$ cat src/rtl/spi_flash_read_seq.sv
// SPI-flash READ (0x03) command sequencer: frames opcode + 24-bit address + dummy
// bytes toward the byte engine and streams the received data bytes out ready/valid.
module spi_flash_read_seq #(
  parameter int         LEN_W   = 16,
  parameter logic [7:0] READ_OP = 8'h03,
  parameter int         TIMEOUT = 1024
) (
  input  logic             clk,
  input  logic             rst,
  input  logic             cmd_valid,
  output logic             cmd_ready,
  input  logic [23:0]      cmd_addr,
  input  logic [LEN_W-1:0] cmd_len,
  output logic [7:0]       rd_data,
  output logic             rd_valid,
  input  logic             rd_ready,
  output logic             busy,
  output logic             done,
  output logic             err,
  output logic             byte_req,
  output logic [7:0]       byte_tx,
  input  logic             byte_done,
  input  logic [7:0]       byte_rx,
  output logic             cs_hold
);

  localparam int WD_W = $clog2(TIMEOUT + 1);

  typedef enum logic [3:0] {
    IDLE, OP, A2, A1, A0, DREQ, DWAIT, DOUT, FIN
  } state_e;

  state_e           state_q, state_d;
  logic [23:0]      addr_q, addr_d;
  logic [LEN_W-1:0] rem_q, rem_d;
  logic [7:0]       rd_data_q, rd_data_d;
  logic             rd_valid_q, rd_valid_d;
  logic             byte_req_q, byte_req_d;
  logic [7:0]       byte_tx_q, byte_tx_d;
  logic             err_q, err_d;
  logic [WD_W-1:0]  wd_q, wd_d;

  logic wait_st, got_done, timeout;

  // NOTE: state registers use non-blocking assignment so every flop samples pre-edge values.
  always_ff @(posedge clk) begin
    if (rst) begin
      state_q    <= IDLE;
      addr_q     <= '0;
      rem_q      <= '0;
      rd_data_q  <= '0;
      rd_valid_q <= 1'b0;
      byte_req_q <= 1'b0;
      byte_tx_q  <= '0;
      err_q      <= 1'b0;
      wd_q       <= '0;
    end else begin
      state_q    <= state_d;
      addr_q     <= addr_d;
      rem_q      <= rem_d;
      rd_data_q  <= rd_data_d;
      rd_valid_q <= rd_valid_d;
      byte_req_q <= byte_req_d;
      byte_tx_q  <= byte_tx_d;
      err_q      <= err_d;
      wd_q       <= wd_d;
    end
  end

  // The request cycle itself never accepts byte_done, so a stale pulse cannot complete a new byte.
  assign wait_st  = state_q inside {OP, A2, A1, A0, DREQ, DWAIT};
  assign got_done = byte_done && !byte_req_q && (state_q inside {OP, A2, A1, A0, DWAIT});
  assign timeout  = wait_st && !got_done && (wd_q == WD_W'(TIMEOUT - 1));

  // NOTE: every signal gets a default first so no path leaves it unassigned (no latches).
  always_comb begin
    state_d    = state_q;
    addr_d     = addr_q;
    rem_d      = rem_q;
    rd_data_d  = rd_data_q;
    rd_valid_d = rd_valid_q;
    byte_req_d = 1'b0;
    byte_tx_d  = byte_tx_q;
    err_d      = 1'b0;
    wd_d       = wait_st ? wd_q + WD_W'(1) : '0;

    unique case (state_q)
      IDLE: if (cmd_valid) begin
        addr_d = cmd_addr;
        rem_d  = cmd_len;
        if (cmd_len == '0) begin
          state_d = FIN;
        end else begin
          state_d    = OP;
          byte_req_d = 1'b1;
          byte_tx_d  = READ_OP;
        end
      end
      OP: if (got_done) begin
        state_d    = A2;
        byte_req_d = 1'b1;
        byte_tx_d  = addr_q[23:16];
      end
      A2: if (got_done) begin
        state_d    = A1;
        byte_req_d = 1'b1;
        byte_tx_d  = addr_q[15:8];
      end
      A1: if (got_done) begin
        state_d    = A0;
        byte_req_d = 1'b1;
        byte_tx_d  = addr_q[7:0];
      end
      A0: if (got_done) begin
        state_d    = DREQ;
        byte_req_d = 1'b1;
        byte_tx_d  = 8'h00;
      end
      DREQ: state_d = DWAIT;
      DWAIT: if (got_done) begin
        state_d    = DOUT;
        rd_data_d  = byte_rx;
        rd_valid_d = 1'b1;
      end
      // Next dummy byte is only requested after the consumer takes the current one.
      DOUT: if (rd_ready) begin
        rd_valid_d = 1'b0;
        rem_d      = rem_q - LEN_W'(1);
        if (rem_q == LEN_W'(1)) begin
          state_d = FIN;
        end else begin
          state_d    = DREQ;
          byte_req_d = 1'b1;
          byte_tx_d  = 8'h00;
        end
      end
      FIN:     state_d = IDLE;
      default: state_d = IDLE;
    endcase

    if (timeout) begin
      state_d    = IDLE;
      err_d      = 1'b1;
      rd_valid_d = 1'b0;
      byte_req_d = 1'b0;
    end
    if (byte_req_d) wd_d = '0;
  end

  assign cmd_ready = (state_q == IDLE);
  assign busy      = !(state_q inside {IDLE, FIN});
  assign cs_hold   = busy;
  assign done      = (state_q == FIN);
  assign err       = err_q;
  assign rd_data   = rd_data_q;
  assign rd_valid  = rd_valid_q;
  assign byte_req  = byte_req_q;
  assign byte_tx   = byte_tx_q;

endmodule

$ cat config.mk
export PLATFORM = sky130hd
export DESIGN_NAME = spi_flash_read_seq
export DESIGN_NICKNAME = d
export VERILOG_FILES = /design/src/rtl/spi_flash_read_seq.sv
export SDC_FILE = /design/constraint.sdc
export NUM_CORES = 1
export LEC_CHECK = 0
export CORE_ASPECT_RATIO = 0.75
export CORE_MARGIN = 2
export CORE_UTILIZATION = 50
export DETAILED_ROUTE_END_ITERATION = 8
export GPL_TIMING_DRIVEN = 0
export PLACE_DENSITY = 0.75
export SYNTH_ARGS = -nofsm -noshare
export SYNTH_HDL_FRONTEND = slang
export SYNTH_SLANG_ARGS = --single-unit
$ cat constraint.sdc
create_clock -name clk -period 2.13 [get_ports clk]
set_clock_uncertainty 0.1 [all_clocks]
set_input_delay 0.213 -clock clk [delete_from_list [all_inputs] [get_ports clk]]
set_output_delay 0.213 -clock clk [all_outputs]
set_load 0.03 [all_outputs]
# Word level (Yosys, flattened, before mapping)
# Cells that the tools add are included.
# classes
n_bitwise,1
eq_ne,19
n_reduce_logical,24
mux,33
n_addsub,2
# ops
operator,n
8-bit two-way mux,8
8-bit one-hot mux with 6 select lines,1
4-bit two-way mux,9
16-bit two-way mux,2
16-bit one-hot mux with 2 select lines,1
4-bit one-hot mux with 8 select lines,1
2-bit != test (second input constant),9
16-bit by 1-bit equality test with 1-bit output (second input constant),1
4-bit by 3-bit equality test with 1-bit output (second input constant),4
16-bit zero test,1
16-bit by 1-bit subtractor with 16-bit output (second input constant),1
6-bit nonzero test,2
11-bit by 1-bit adder with 11-bit output (second input constant),1
11-bit by 10-bit equality test with 1-bit output (second input constant),1
1-bit two-way mux,9
9-bit AND reduction,1
4-bit by 2-bit equality test with 1-bit output (second input constant),2
7-bit AND reduction,1
3-bit AND reduction,2
2-bit nonzero test,3
5-bit nonzero test,1
4-bit by 1-bit equality test with 1-bit output (second input constant),1
4-bit equality test (second input constant),1
1-bit logical AND,4
9 further kinds,12
# word_totals
out_inout_bits,23
reg_bits,74
in_bits,53

# Logic depth before layout (Yosys ltp)
# Gate-level depths: netlist of run 1.
# depth
depth_word,8
mapped_depth,9
depth_no_buf,7

# Worst setup path before layout of run 1
# No wires, ideal clock.
# synth_timing
kind,reg-to-reg
from,register state_q[1]
to,register byte_tx_q[0] (netlist: byte_tx[0])
period_less_slack_ns,1.892
setup_time_ns,0.116
arrival_time_ns,1.675
slack_ns,0.238
stages_incl_launch_ff,10
path_buffers,2
cell_sequence,dfxtp_1 -> buf_4 -> nor2_1 -> nand2_1 -> inv_1 -> and2_1 -> buf_2 -> a22oi_4 -> nand2_4 -> o211a_1
# synth_between
word_cells_on_any_way,20
cone_classes,eq/ne: 14; mux: 1; reduce/logical: 5
# synth_lines
item,line_no,source
from (decl),33,"state_e state_q, state_d;"
from (signal assigned),58,state_q <= state_d;
4-bit zero test (*),n/a,
via cmd_ready,11,"output logic cmd_ready,"
6-bit nonzero test (no line) / 2-bit != test (equally long branches),n/a,
9-bit AND reduction (no line),n/a,
to (signal assigned),64,byte_tx_q <= byte_tx_d;
to (decl),39,"logic [7:0] byte_tx_q, byte_tx_d;"
# The timed path passes the listed nets; every way through them passes the cells marked *.
# A chain may end at the register's enable or synchronous reset.

# Worst setup path in the final report of run 1
# layout_timing
from,register state_q[2]
to,register rd_valid_q (netlist: rd_valid)
# layout_between
elab_chain_cells,7
word_cells_on_any_way,19
cone_classes,eq/ne: 9; mux: 1; reduce/logical: 9
# layout_rtl
item,line_no,source
"4-bit by 1-bit equality test with 1-bit output, or another cell as far along","71, 72",
5-bit nonzero test,72,"assign got_done = byte_done && !byte_req_q && (state_q inside {OP, A2, A1, A0, DWAIT});"
1-bit logical AND,72,
1-bit zero test,73,assign timeout = wait_st && !got_done && (wd_q == WD_W'(TIMEOUT - 1));
1-bit logical AND (2 in a row),73,
2-bit OR reduction (no line),n/a,
to (signal assigned),62,rd_valid_q <= rd_valid_d;
to (decl),37,"logic rd_valid_q, rd_valid_d;"
# Parallel ways exist; a longest one is shown, timed or not.

==> flow_metrics.tcl, run 1 <==
set metrics [dict create \
    grt_start_max_net_pins 15 \
    wirelength_um 9940 \
    worst_path_largest_cell_delay_ps 390 \
    power.leakage_nw 1.83 \
    maxCapViolCount 0 \
    synth.yosys.seq_area_share_pct 40.7 \
    timing.final.crit_period_ps 2020 \
    pre_cts_ws_ps -152 \
    numPortBuffers 74 \
    fin_util_pct 68.7 \
    antenna_found_initial 0 \
    synth-seq-cells 74 \
    cts_buffer_depth 2 \
    clockRootBuffer "sky130_fd_sc_hd__clkbuf_8" \
    via_count_of_the_first_global_routing_pass 3354 \
    timing.setup.critical_path_class "reg -> reg" \
    worst_path_buf_inv 2 \
    ctsHoldBuffers 0 \
    drt_pass1_iterations 5 \
    top_flip_flop_cell_by_instance_count_after_synthesis "sky130_fd_sc_hd__dfxtp_1" \
    clk_latency_ps 350 \
    critical_path.slowest_cell "sky130_fd_sc_hd__o41ai_4" \
    run_status "completed" \
    antenna-diode-count 0 \
    syn_inst 449 \
    synth.net_count 505 \
    synth_largest_type_area_fraction_pct 40.7 \
    timing.critical_path.required_ps 2240 \
    via_count 3575 \
    drive_above_1_share_pct 10.4 \
    starting_density_pct 52.6 \
    die_height_um 77.9 \
    maximum_resistive_drop_on_vdd_uv 455 \
    synthesis.yosys.warnings 0 \
    slew_headroom_pct 57.8 \
    area_delta_synth_final_pct 30.8 \
    power-per-cell-area_nw_per_um2 1120 \
    dp.final_hpwl_um 7480 \
    drc 0 \
    drt_first_iter_violations 235 \
    synthTopCellsByArea "sky130_fd_sc_hd__dfxtp_1 41%, sky130_fd_sc_hd__nand2_1 9.1%, sky130_fd_sc_hd__a21oi_1 5.9%" \
    core_area_sq_um 6930 \
    register_area_sq_um 1480 \
    setup-violations-final 0 \
    timing.critical_path.cells "buf_4 > nor3_4 > buf_4 > nor3_1 > a211o_1 > o41ai_4 > nor3_1" \
    timing.critical_path.fanout_max 8 \
    postSynth.asyncResetShare_pct 0 \
    grt_pass1_wl_um 16100 \
    rsz0062_at_grt "false" \
    cts.sink_count 74 \
    overflow 0 \
    fin_setup_tns_ps 0 \
    antenna_left 0 \
    post_dp_cell_area_sq_um 4510 \
    synth.largest_area_cell "sky130_fd_sc_hd__dfxtp_1" \
    netlist_area_before_placement_sq_um 3640 \
    synth-edff-count 0 \
    postLayoutSetupSlackWorst_ps 111 \
    chipWidth_um 103 \
    count_of_filler_cells_inserted_in_the_layout 616 \
    fin_hold_viols 0 \
    syn_area_per_cell_sq_um 8.11 \
    critical_path.top_delay_family "compound AO/OA/AOI/OAI gates" \
    synth_most_common_cell "sky130_fd_sc_hd__nand2_1" \
    htreeDepth 3 \
    post_drt_wl_per_cell_um 15.6 \
    io_pins 76 \
    cts_made_buffers 9 \
    fp.dieArea_sq_um 7990 \
    worst_setup_path_end_kind "flip-flop" \
    grt.total_usage_pct 25.8 \
    yosys-top-cells-count "88 x sky130_fd_sc_hd__nand2_1, 74 x sky130_fd_sc_hd__dfxtp_1, 43 x sky130_fd_sc_hd__a21oi_1" \
    cp-start-kind "flip-flop" \
    layout.nets 590 \
    worstPathArrival_ps 2130 \
    synth_cell_type_count 63 \
    multiInputGateArea_sq_um 2000 \
    holdCritPathClass "in -> reg" \
    worst-slew-pin-transition_ps 628 \
    post_drt_via_cell_ratio 5.61 \
    finalInstanceArea_sq_um 4760 \
    cts_tree "done" \
    path_clk_slew_ps 90 \
    placement_rows 26 \
    fmax_mhz 495 \
    report.final.slew_viol_count 0 \
    gp_congestion 0.909 \
    layout_worst_path_cycle_share_pct 94.8 \
]
[path summary, 6_finish.rpt]
path                                   start          to  slack, ps  cells after the start
worst max register to register    state_q[2]    rd_valid        110                      7
worst max-delay path              state_q[2]    rd_valid        110                      7
worst min-delay path            cmd_addr[18]  addr_q[18]        300                      3
worst min register to register    addr_q[18]  addr_q[18]        360                      2
[metrics by stage]
stage / std cells / total power [mW] / hold WS [ps]
finish: 637 / 5.32 / 303
global route: 637 / 5.65 / 295
CTS: 638 / 5.30 / 283
detailed placement: 621 / 4.05 / 347
global placement: 621 / 4.01 / 340
floorplan: 449 / 3.36 / 249
[cell type report]
cell class	instances	area share, %
tap	98	2.57
clock inverter	7	2.13
multi-input combinational	334	42.0
timing repair buffer	75	15.6
clock buffer	9	2.60
buffer	30	3.15
inverter	10	0.788
sequential	74	31.1
[per-layer routing]
metal	GRT usage [%]	routed length, um
met1	35.5	4590
met2	38.6	4330
met3	8.74	919
met4	6.53	96
met5	0	0
[where the power goes]
part | switching, mW | leakage, nW | internal, mW | total [mW]
registers | 0.171 | 0.604 | 1.61 | 1.78
clock network | 0.556 | 0.106 | 0.669 | 1.23
logic | 1.39 | 1.12 | 0.928 | 2.32
[state kept, by name, indices dropped and copies added (netlist names)]
| signal | flops |
|---|---|
| addr_q | 24 |
| rem_q | 16 |
| wd_q | 11 |
| byte_tx | 8 |
| rd_data | 8 |
| state_q | 4 |
| byte_req | 1 |
| err | 1 |
| rd_valid | 1 |
[what timing repair did]
item,4_1_cts,5_1_grt
endpoints found under the hold margin,0,0
buffers inserted,1,0
resized for setup,3,11
pin swaps,1,0
setup endpoints to repair,4,32
[placed cells by master (no fill, tap or decap), types with 5 or more instances in the layout]
master / Yosys / routed
sky130_fd_sc_hd__clkbuf_1: 15 / 12
sky130_fd_sc_hd__buf_4: 4 / 5
sky130_fd_sc_hd__nor2_1: 39 / 39
sky130_fd_sc_hd__nand4_1: 6 / 6
sky130_fd_sc_hd__clkdlybuf4s50_1: 0 / 71
sky130_fd_sc_hd__a21oi_1: 43 / 43
sky130_fd_sc_hd__xor2_1: 6 / 6
sky130_fd_sc_hd__nor4_1: 8 / 8
sky130_fd_sc_hd__mux2i_1: 15 / 15
sky130_fd_sc_hd__a22o_1: 7 / 7
sky130_fd_sc_hd__nand2_1: 88 / 88
sky130_fd_sc_hd__nor3_1: 9 / 9
sky130_fd_sc_hd__o21ai_0: 18 / 18
sky130_fd_sc_hd__nand3_1: 9 / 8
sky130_fd_sc_hd__mux2_2: 6 / 6
sky130_fd_sc_hd__dfxtp_1: 74 / 74
sky130_fd_sc_hd__inv_1: 9 / 9
sky130_fd_sc_hd__buf_2: 11 / 9
sky130_fd_sc_hd__clkbuf_8: 0 / 9
[worst register-to-register path: cells and delay by family, from the launching register on]
| kind | cells | cell delay [ps] |
|---|---|---|
| buffers and inverters | 2 | 350 |
| DFF | 1 | 300 |
| AOI/OAI and AO/OA | 2 | 760 |
| and+or+nand+nor | 3 | 370 |
[cell families (layout without fill, tap and decap cells)]
kind of cell	Yosys count	in the layout	synth area share [%]
adder cells (fa/ha/maj)	3	3	1.03
AND/OR/NAND/NOR	190	190	24.7
XOR/XNOR	9	9	2.16
multiplexers	21	21	5.98
AO/OA/AOI/OAI	111	111	20.5
flip-flops	74	74	40.7
buffers and inverters	41	131	5.02
(Power assumes the default switching activity.)
==> run 2: changes to the inputs <==
SLEW_MARGIN = 10   (was default)
==> results of run 2 <==
Same layout as run 1: the final DEF is identical, and so are final timing and power.
